File: config.mk
export PLATFORM = sky130hd
export DESIGN_NAME = poly_eval_engine
export DESIGN_NICKNAME = d
export VERILOG_FILES = /design/src/rtl/poly_eval_engine.sv
export SDC_FILE = /design/constraint.sdc
export NUM_CORES = 2
export LEC_CHECK = 0
export ABC_AREA = 1
export ABC_CLOCK_PERIOD_IN_PS = 14200
export BUFFER_PORTS_ARGS = -buffer_cell sky130_fd_sc_hd__buf_2
export CORE_UTILIZATION = 43
export DETAILED_ROUTE_END_ITERATION = 10
export SYNTH_ARGS = -nofsm -noshare
export SYNTH_HDL_FRONTEND = slang
export SYNTH_SLANG_ARGS = --single-unit
File: constraint.sdc
create_clock -name clk -period 14.2 [get_ports clk]
set_clock_uncertainty 0.2 [all_clocks]
set_input_delay 1.42 -clock clk [delete_from_list [all_inputs] [get_ports clk]]
set_output_delay 1.42 -clock clk [all_outputs]
set_load 0.01 [all_outputs]
File: src/rtl/poly_eval_engine.sv
// Multi-channel Horner polynomial evaluator with a saturating multiply-accumulate.
// Pops commands and coefficients from show-ahead FIFOs and pushes results with a status code.
module poly_eval_engine #(
  parameter int DW     = 16,
  parameter int RW     = 32,
  parameter int NCH    = 8,
  parameter int MAXDEG = 10
) (
  input  logic                          clk,
  input  logic                          reset,
  input  logic [1+$clog2(NCH)+DW:0]     control_in,
  input  logic                          control_in_empty,
  output logic                          read_control,
  input  logic [DW-1:0]                 data_in,
  input  logic                          data_in_empty,
  output logic                          read_data,
  input  logic                          data_out_full,
  output logic                          write,
  output logic [RW-1:0]                 result,
  output logic [2:0]                    status,
  output logic                          error
);

  localparam int CW = $clog2(NCH);
  localparam int IW = $clog2(MAXDEG + 1);
  localparam int PW = RW + DW + 1;

  localparam logic signed [PW-1:0] HI = {{(DW+2){1'b0}}, {(RW-1){1'b1}}};
  localparam logic signed [PW-1:0] LO = {{(DW+2){1'b1}}, {(RW-1){1'b0}}};

  localparam logic [1:0] OP_CLR   = 2'd0;
  localparam logic [1:0] OP_SET   = 2'd1;
  localparam logic [1:0] OP_EVAL  = 2'd2;
  localparam logic [1:0] OP_BURST = 2'd3;

  typedef enum logic [2:0] {
    IDLE, DECODE, LOAD, FETCHX, MAC, OUT
  } state_t;

  state_t state, next;

  logic [2+CW+DW-1:0] cmd;
  logic [NCH-1:0]     valid;
  logic [IW-1:0]      deg [NCH];
  logic [DW-1:0]      coef [NCH][MAXDEG+1];
  logic [IW-1:0]      idx;
  logic               first;
  logic               sat_f;
  logic [RW-1:0]      acc;
  logic [DW-1:0]      x;
  logic [DW-1:0]      rem;

  logic [1:0]    op;
  logic [CW-1:0] ch;
  logic [DW-1:0] arg;
  logic [IW-1:0] n_arg;
  logic [IW-1:0] cur_deg;
  logic          too_big;
  logic          ch_ok;
  logic          last_pop;
  logic          mac_last;

  assign op       = cmd[2+CW+DW-1 -: 2];
  assign ch       = cmd[DW +: CW];
  assign arg      = cmd[DW-1:0];
  assign n_arg    = arg[IW-1:0];
  assign cur_deg  = deg[ch];
  assign too_big  = arg > DW'(MAXDEG);
  assign ch_ok    = valid[ch];
  assign last_pop = idx == n_arg;
  assign mac_last = first ? (cur_deg == '0) : (idx == IW'(1));
  assign error    = status >= 3'd2;

  // Horner step: the first MAC cycle loads c_N, later cycles fold in c_(idx-1)
  logic [IW-1:0]        c_idx;
  logic [DW-1:0]        c_sel;
  logic [PW-1:0]        prod;
  logic signed [PW-1:0] sum;
  logic [RW-1:0]        acc_nx;
  logic                 step_sat;

  assign c_idx = first ? cur_deg : idx - IW'(1);
  assign c_sel = coef[ch][c_idx];

  always_comb begin
    prod     = {{(DW+1){acc[RW-1]}}, acc} * {{(RW+1){x[DW-1]}}, x};
    sum      = prod + {{(RW+1){c_sel[DW-1]}}, c_sel};
    acc_nx   = sum[RW-1:0];
    step_sat = 1'b0;
    if (first) begin
      acc_nx = {{(RW-DW){c_sel[DW-1]}}, c_sel};
    end else if (sum > HI) begin
      acc_nx   = {1'b0, {(RW-1){1'b1}}};
      step_sat = 1'b1;
    end else if (sum < LO) begin
      acc_nx   = {1'b1, {(RW-1){1'b0}}};
      step_sat = 1'b1;
    end
  end

  always_ff @(posedge clk or posedge reset) begin
    if (reset) state <= IDLE;
    else       state <= next;
  end

  always_comb begin
    next         = state;
    read_control = 1'b0;
    read_data    = 1'b0;
    write        = 1'b0;
    unique case (state)
      IDLE: begin
        if (!control_in_empty) begin
          read_control = 1'b1;
          next         = DECODE;
        end
      end
      DECODE: begin
        unique case (op)
          OP_CLR:   next = IDLE;
          OP_SET:   next = too_big ? OUT : LOAD;
          OP_EVAL:  next = ch_ok ? MAC : OUT;
          OP_BURST: next = (!ch_ok || arg == '0) ? OUT : FETCHX;
          default:  next = IDLE;
        endcase
      end
      LOAD: begin
        if (!data_in_empty) begin
          read_data = 1'b1;
          if (last_pop) next = IDLE;
        end
      end
      FETCHX: begin
        if (!data_in_empty) begin
          read_data = 1'b1;
          next      = MAC;
        end
      end
      MAC: begin
        if (mac_last) next = OUT;
      end
      OUT: begin
        if (!data_out_full) begin
          write = 1'b1;
          next  = (rem != '0) ? FETCHX : IDLE;
        end
      end
      default: next = IDLE;
    endcase
  end

  always_ff @(posedge clk or posedge reset) begin
    if (reset) begin
      cmd    <= '0;
      valid  <= '0;
      idx    <= '0;
      first  <= 1'b0;
      sat_f  <= 1'b0;
      acc    <= '0;
      x      <= '0;
      rem    <= '0;
      result <= '0;
      status <= 3'd0;
      for (int i = 0; i < NCH; i++) deg[i] <= '0;
    end else begin
      unique case (state)
        IDLE: begin
          if (!control_in_empty) cmd <= control_in;
        end
        DECODE: begin
          rem <= '0;
          unique case (op)
            OP_CLR: valid <= '0;
            OP_SET: begin
              if (too_big) begin
                result <= '0;
                status <= 3'd3;
              end else begin
                valid[ch] <= 1'b0;
                idx       <= '0;
              end
            end
            OP_EVAL: begin
              if (!ch_ok) begin
                result <= '0;
                status <= 3'd2;
              end else begin
                x     <= arg;
                idx   <= cur_deg;
                first <= 1'b1;
              end
            end
            OP_BURST: begin
              if (!ch_ok) begin
                result <= '0;
                status <= 3'd2;
              end else if (arg == '0) begin
                result <= '0;
                status <= 3'd4;
              end else begin
                rem <= arg;
              end
            end
            default: ;
          endcase
        end
        LOAD: begin
          if (!data_in_empty) begin
            idx <= idx + IW'(1);
            if (last_pop) begin
              valid[ch] <= 1'b1;
              deg[ch]   <= n_arg;
            end
          end
        end
        FETCHX: begin
          if (!data_in_empty) begin
            x     <= data_in;
            rem   <= rem - DW'(1);
            idx   <= cur_deg;
            first <= 1'b1;
          end
        end
        MAC: begin
          acc   <= acc_nx;
          first <= 1'b0;
          if (first) begin
            sat_f <= 1'b0;
          end else begin
            idx   <= idx - IW'(1);
            sat_f <= sat_f | step_sat;
          end
          if (mac_last) begin
            result <= acc_nx;
            status <= (!first && (sat_f || step_sat)) ? 3'd1 : 3'd0;
          end
        end
        OUT: ;
        default: ;
      endcase
    end
  end

  // Coefficient storage carries no reset; validity is tracked separately
  always_ff @(posedge clk) begin
    if (state == LOAD && !data_in_empty) coef[ch][idx] <= data_in;
  end

endmodule
Word level (Yosys, flattened, before mapping)
Memories as Yosys holds them, arrays and structs flattened.
Cells that the tools add are included.
{ "classes": {"addsub": 4, "mul": 1, "n_div": 0, "order_cmp": 11, "eq_ne": 27, "shifts": 0, "mux": 84, "bitwise_logic": 9, "n_reduce_logical": 30} }
{ "op_table": {"columns": ["op", "count"], "rows": [
  ["32-bit 2-to-1 mux", 8],
  ["176-bit 2-to-1 mux", 1],
  ["16-bit 2-to-1 mux", 10],
  ["32-bit case mux with 3 select lines", 1],
  ["16-bit binary-select mux with 4-bit select", 1],
  ["16-bit demux with 4-bit select", 1],
  ["16-bit case mux with 2 select lines", 2],
  ["32-bit case mux with 2 select lines", 1],
  ["48-bit by 16-bit adder with 49-bit output", 1],
  ["49-bit by 32-bit > comparator with 1-bit output (second input constant)", 1],
  ["49-bit by 32-bit less-than comparator with 1-bit output (second input constant)", 1],
  ["32-bit by 16-bit multiplier with 48-bit output", 1],
  ["3-bit 2-to-1 mux", 13],
  ["4-bit 2-to-1 mux", 9],
  ["32-bit bitwise mux", 1],
  ["8-bit case mux with 2 select lines", 2],
  ["8-bit 2-to-1 mux", 3],
  ["1-bit 2-to-1 mux", 19],
  ["3-bit case mux with 6 select lines", 1],
  ["16-bit by 4-bit > comparator with 1-bit output (second input constant)", 1],
  ["16-bit zero test", 1],
  ["2-bit != test (second input constant)", 8],
  ["4-bit case mux with 4 select lines", 1],
  ["16-bit nonzero test", 1],
  ["55 further kinds", 77]
]} }
{ "totals": {"register_bits": 169, "latch_bits": 0, "ramBits": 1408, "mem_bits_ro": 0, "in_bits": 42, "out_inout_bits": 39, "wordCells": 186, "memories": 1} }
{ "memory_table": {"columns": ["memory", "depth", "word_bits", "read_ports", "rd_ports_with_merged_regs", "wr", "line_no", "rtl"], "rows": [
  ["coef", 8, 176, 1, 0, 1, "45", "logic [DW-1:0] coef [NCH][MAXDEG+1];"]
]} }

Depth between registers and ports, before layout
{ "logic_depth": {"depth_word": 19, "mapped_depth": 47, "depth_no_buf": 46} }

Worst setup path after synthesis
Ideal clock, no wire load.
{ "synth_path": {"kind": "flip-flop to flip-flop", "startpoint": "register cmd[18]", "endpoint": "register result[12]", "setup_ps": 117, "arrival_ps": 6985, "required_ps": 13883, "slack_ps": 6897, "path_stages_with_launch": 40, "path_buffers": 3, "cell_sequence": "dfrtp_1 -> buf_4 -> nand3_2 -> inv_2 -> a211oi_2 -> nand3_2 -> nand2_4 -> buf_8 -> nand3_1 -> nand3_1 -> nand3_1 -> nand3_1 -> nand2_1 -> ha_1 -> inv_1 -> fa_1 -> inv_1 -> fa_1 -> [4 not listed] -> ha_1 -> nand2_1 -> nor2_1 -> nand2_1 -> nor2_1 -> nand4_1 -> nand3_1 -> nand2_1 -> nand2_1 -> nand2_1 -> nand3b_1 -> nor2_1 -> nand3_1 -> nand2_1 -> buf_2 -> nand3_1 -> nand3_1 -> nand2_1"} }
{ "synth_via": {"elab_chain_cells": 16} }
{ "synth_lines": {"columns": ["element", "line_no", "rtl"], "rows": [
  ["start: declaration", "42", "logic [2+CW+DW-1:0] cmd;"],
  ["start signal: assignment", "168", "if (!control_in_empty) cmd <= control_in;"],
  ["3-bit inverter with 4-bit output (not written as such)", "67", "assign cur_deg = deg[ch];"],
  ["4-bit binary-select mux with 3-bit select", "67", null],
  ["4-bit 2-to-1 mux (not written as such) (2 in a row)", "67", null],
  ["4-bit 2-to-1 mux", "82", "assign c_idx = first ? cur_deg : idx - IW'(1);"],
  ["4-bit inverter with 5-bit output (not written as such)", "83", "assign c_sel = coef[ch][c_idx];"],
  ["16-bit binary-select mux with 4-bit select", "83", null],
  ["16-bit 2-to-1 mux (not written as such) (2 in a row)", "83", null],
  ["48-bit by 16-bit adder with 49-bit output", "87", "sum = prod + {{(RW+1){c_sel[DW-1]}}, c_sel};"],
  ["49-bit by 32-bit less-than comparator with 1-bit output", "95", "end else if (sum < LO) begin"],
  ["32-bit 2-to-1 mux", "95", null],
  ["32-bit 2-to-1 mux", "92", "end else if (sum > HI) begin"],
  ["32-bit 2-to-1 mux", "90", "if (first) begin"],
  ["32-bit 2-to-1 mux", "233", "if (mac_last) begin"],
  ["32-bit case mux with 2 select lines", "166", "unique case (state)"],
  ["end signal: assignment", "234", "result <= acc_nx;"],
  ["end: declaration", "19", "output logic [RW-1:0] result,"]
]} }
Several ways; a longest one is shown, not always the timed one. The select of a mux whose other input is x is not followed.
A chain may end at the register's enable or synchronous reset.

Worst setup path in the final report
{ "layout_path": {"startpoint": "register cmd[16]", "endpoint": "register result[12]"} }
The elaborated chain is that of the path after synthesis.

==> summary.txt <==
STA
  – Fmax: 89.28 MHz
  – Max Slew Vio Count: 0
  – TNS Setup: 0 ns
  – Final Hold Vio Count: 0
  – RSZ-0062 raised after global routing: no
  – Setup Viol. Count Final: 0
  – Worst Tran Pin Value: 1.232 ns
  – Slew HR: 0.1781
  – Minimum clock period: 11.20 ns
  – Final period util: 0.7888

Setup path
  – CP Depth: 42
  – Crit Path Category: flop to flop
  – Critical Path End Type: flop
  – Crit-path leading delay family: simple AND/OR/NAND/NOR gates
  – Worst endpoint required time: 14.69 ns
  – Critical Path Start Type: flop
  – Worst Path Buf+Inv: 10
  – R2R depth: 42
  – CP most frequent cell: nand2_1
  – Largest stage delay on the critical path: 0.82 ns
  – Worst-path fanout max: 48
  – Crit path max-delay cell type: nor2_2
  – Critical path data arrival time: 11.69 ns

CTS
  – Sink Count: 1577
  – Reg clk slew, reported paths: 0.06 ns
  – Post-CTS sizing: 0
  – CTS hold repair buffers: 0
  – CTS Buf Count: 160
  – CTS tree: done
  – Post CTS Setup Buffer Count: 0
  – CTS root buf: clkbuf_16
  – H-tree levels: 4
  – Clk buf depth: 3
  – Clock Latency Late Sink: 0.80 ns

Route
  – DR WL/cell: 24.18 um
  – Drt pass-1 iters: 6
  – Avg Vias per Cell: 5.582
  – DR DRC count: 0
  – DRT iter0 DRCs: 6342
  – Post-Route WL: 236.3 mm
  – Post-DRT Antenna Nets: 0
  – Vias: 54560

Logic synthesis
  – Synth top area share: 0.5218
  – Cell variety after synth: 63
  – Syn Area/Cell: 11.35 sq um
  – Post-synthesis sequential area ratio: 0.5740
  – Cells after synthesis: 7141
  – Post-Syn Area: 81020 sq um
  – Post-Syn Nets: 7836
  – Ys flop type: edfxtp_1
  – YS warnings: 0
  – Ys async rst share: 0.1072
  – #FFs+latches synth: 1577
  – Number of synthesized flops with an enable pin: 1408
  – Largest area contributor in the netlist: edfxtp_1
  – Top post-synthesis cells by area: edfxtp_1 52%, fa_1 13%, nand2_1 6.4%

Floorplanning
  – Std-Cell Rows: 158
  – Core Region: 186200 sq um
  – Initial Utilization: 0.4351
  – Die height: 436.1 um
  – IO Count: 81
  – Die area: 190200 sq um
  – Die W: 436.1 um

GRT
  – Global route overflow: 0
  – Largest net degree at the start of global routing: 107
  – First-pass GRT wire length: 355.4 mm
  – Total GRT Usage: 0.2487
  – Vias in the first global route: 54760
  – Initial antenna violation count: 2

Flow run
  – Number of max-cap violations: 0

Placement
  – PortBufs: 80
  – GPL Wtd Cong: 0.9843
  – DP HPWL: 152.8 mm

Final layout
  – Layout cells sized above 1: 0.08092
  – Commonest non-fill, non-tap cell in the layout: edfxtp_1
  – Area grow syn2layout: 10.24%
  – Most frequent cells in the layout: 1408 x edfxtp_1, 1379 x nand2_1, 1027 x inv_1, 566 x nor2_1, 526 x fa_1
  – Net count, final: 7860

Worst hold path
  – Hold path cells: 2
  – Hold WC Path Type: flop to flop

Status
  – Status: complete, no violations
## cell type report
class                   count  area, sq um
fillers                 16740        96900
flip-flops and latches   1577        46510
multi-input cells        4143        29020
clock buffers             201         4302
inverters                1046         3941
well taps                2480         3103
repair buffers            237         1679
clock inverters            87        764.5
diodes                      3        7.507
## final timing paths
kind / to / slack [ns] / start
max: result[12] / 3.00 / cmd[16]
min: result[0] / 0.28 / result[0]
max reg2reg: result[12] / 3.00 / cmd[16]
min reg2reg: result[0] / 0.28 / result[0]
max in group asynchronous: acc[12] / 12.06 / reset
min in group asynchronous: rem[11] / 0.43 / reset
## flip-flops by register name, summed over array words and instances (netlist names)
signal / count
cmd: 21
x: 16
rem: 16
result: 32
sat_f: 1
status: 3
first: 1
deg: 32
coef: 1408
state: 3
acc: 32
idx: 4
valid: 8
## metrics by stage
step	instance area (sq um)	util	cells	hold WS, ns	setup slack (ns)
after global routing	89320	0.4796	9771	0.3021	2.452
after CTS	89320	0.4796	9771	0.2766	3.162
after detailed placement	84250	0.4524	9483	0.2642	3.229
after floorplan	81020	-	7141	0.2498	6.897
final	89320	0.4797	9774	0.2750	2.999
after global placement	84250	0.4524	9483	0.2669	3.380
## tightest hold or removal path, cell delays in order (launching register included)
cell	delay [ns]
dfrtp_1	0.34
nand2_1	0.05
nand2_1	0.05
## synth_stat cells (8+ instances only)
cell type  number
a21oi_1        77
a21oi_2         9
a221oi_1        8
a31oi_1        16
buf_1          32
buf_2         104
buf_6          13
clkbuf_1      218
dfrtp_1       169
edfxtp_1     1408
fa_1          526
ha_1          127
inv_1        1030
inv_2          13
mux2_1          8
nand2_1      1379
nand3_1       307
nand3b_1       20
nand4_1        41
nor2_1        575
nor3_1         81
nor4_1         79
o2111ai_1      19
o211ai_1       22
o21ai_0       113
o21ai_1        19
o221ai_1        8
o22a_1         48
o22ai_1       477
or2_2          62
xnor2_1         9
xor2_1         29
## kinds of logic (layout without fill, tap and decap cells)
kind of cell    Yosys count  in the layout  share of synthesized area
simple gates           2575           2575                     0.1333
flops                  1577           1577                     0.5740
buf+inv                1421           1571                    0.06917
compound gates          862            862                    0.06778
fa+ha+maj               653            653                     0.1496
xor+xnor                 38             38                   0.004108
mux                      15             15                   0.002085
other cells               0              3                          0
## layer usage
metal  global-route usage  vias to the layer above  wire [um]
met4              0.06814                        0       6672
li1                     -                    24080          -
met5                    0                        -          0
met3              0.04120                      345      20430
met1               0.3561                    27670     101100
met2               0.3924                     2458     108100
Power is not shown: default switching activity piles up to over one toggle a cycle in this logic, so the estimate is an artifact.
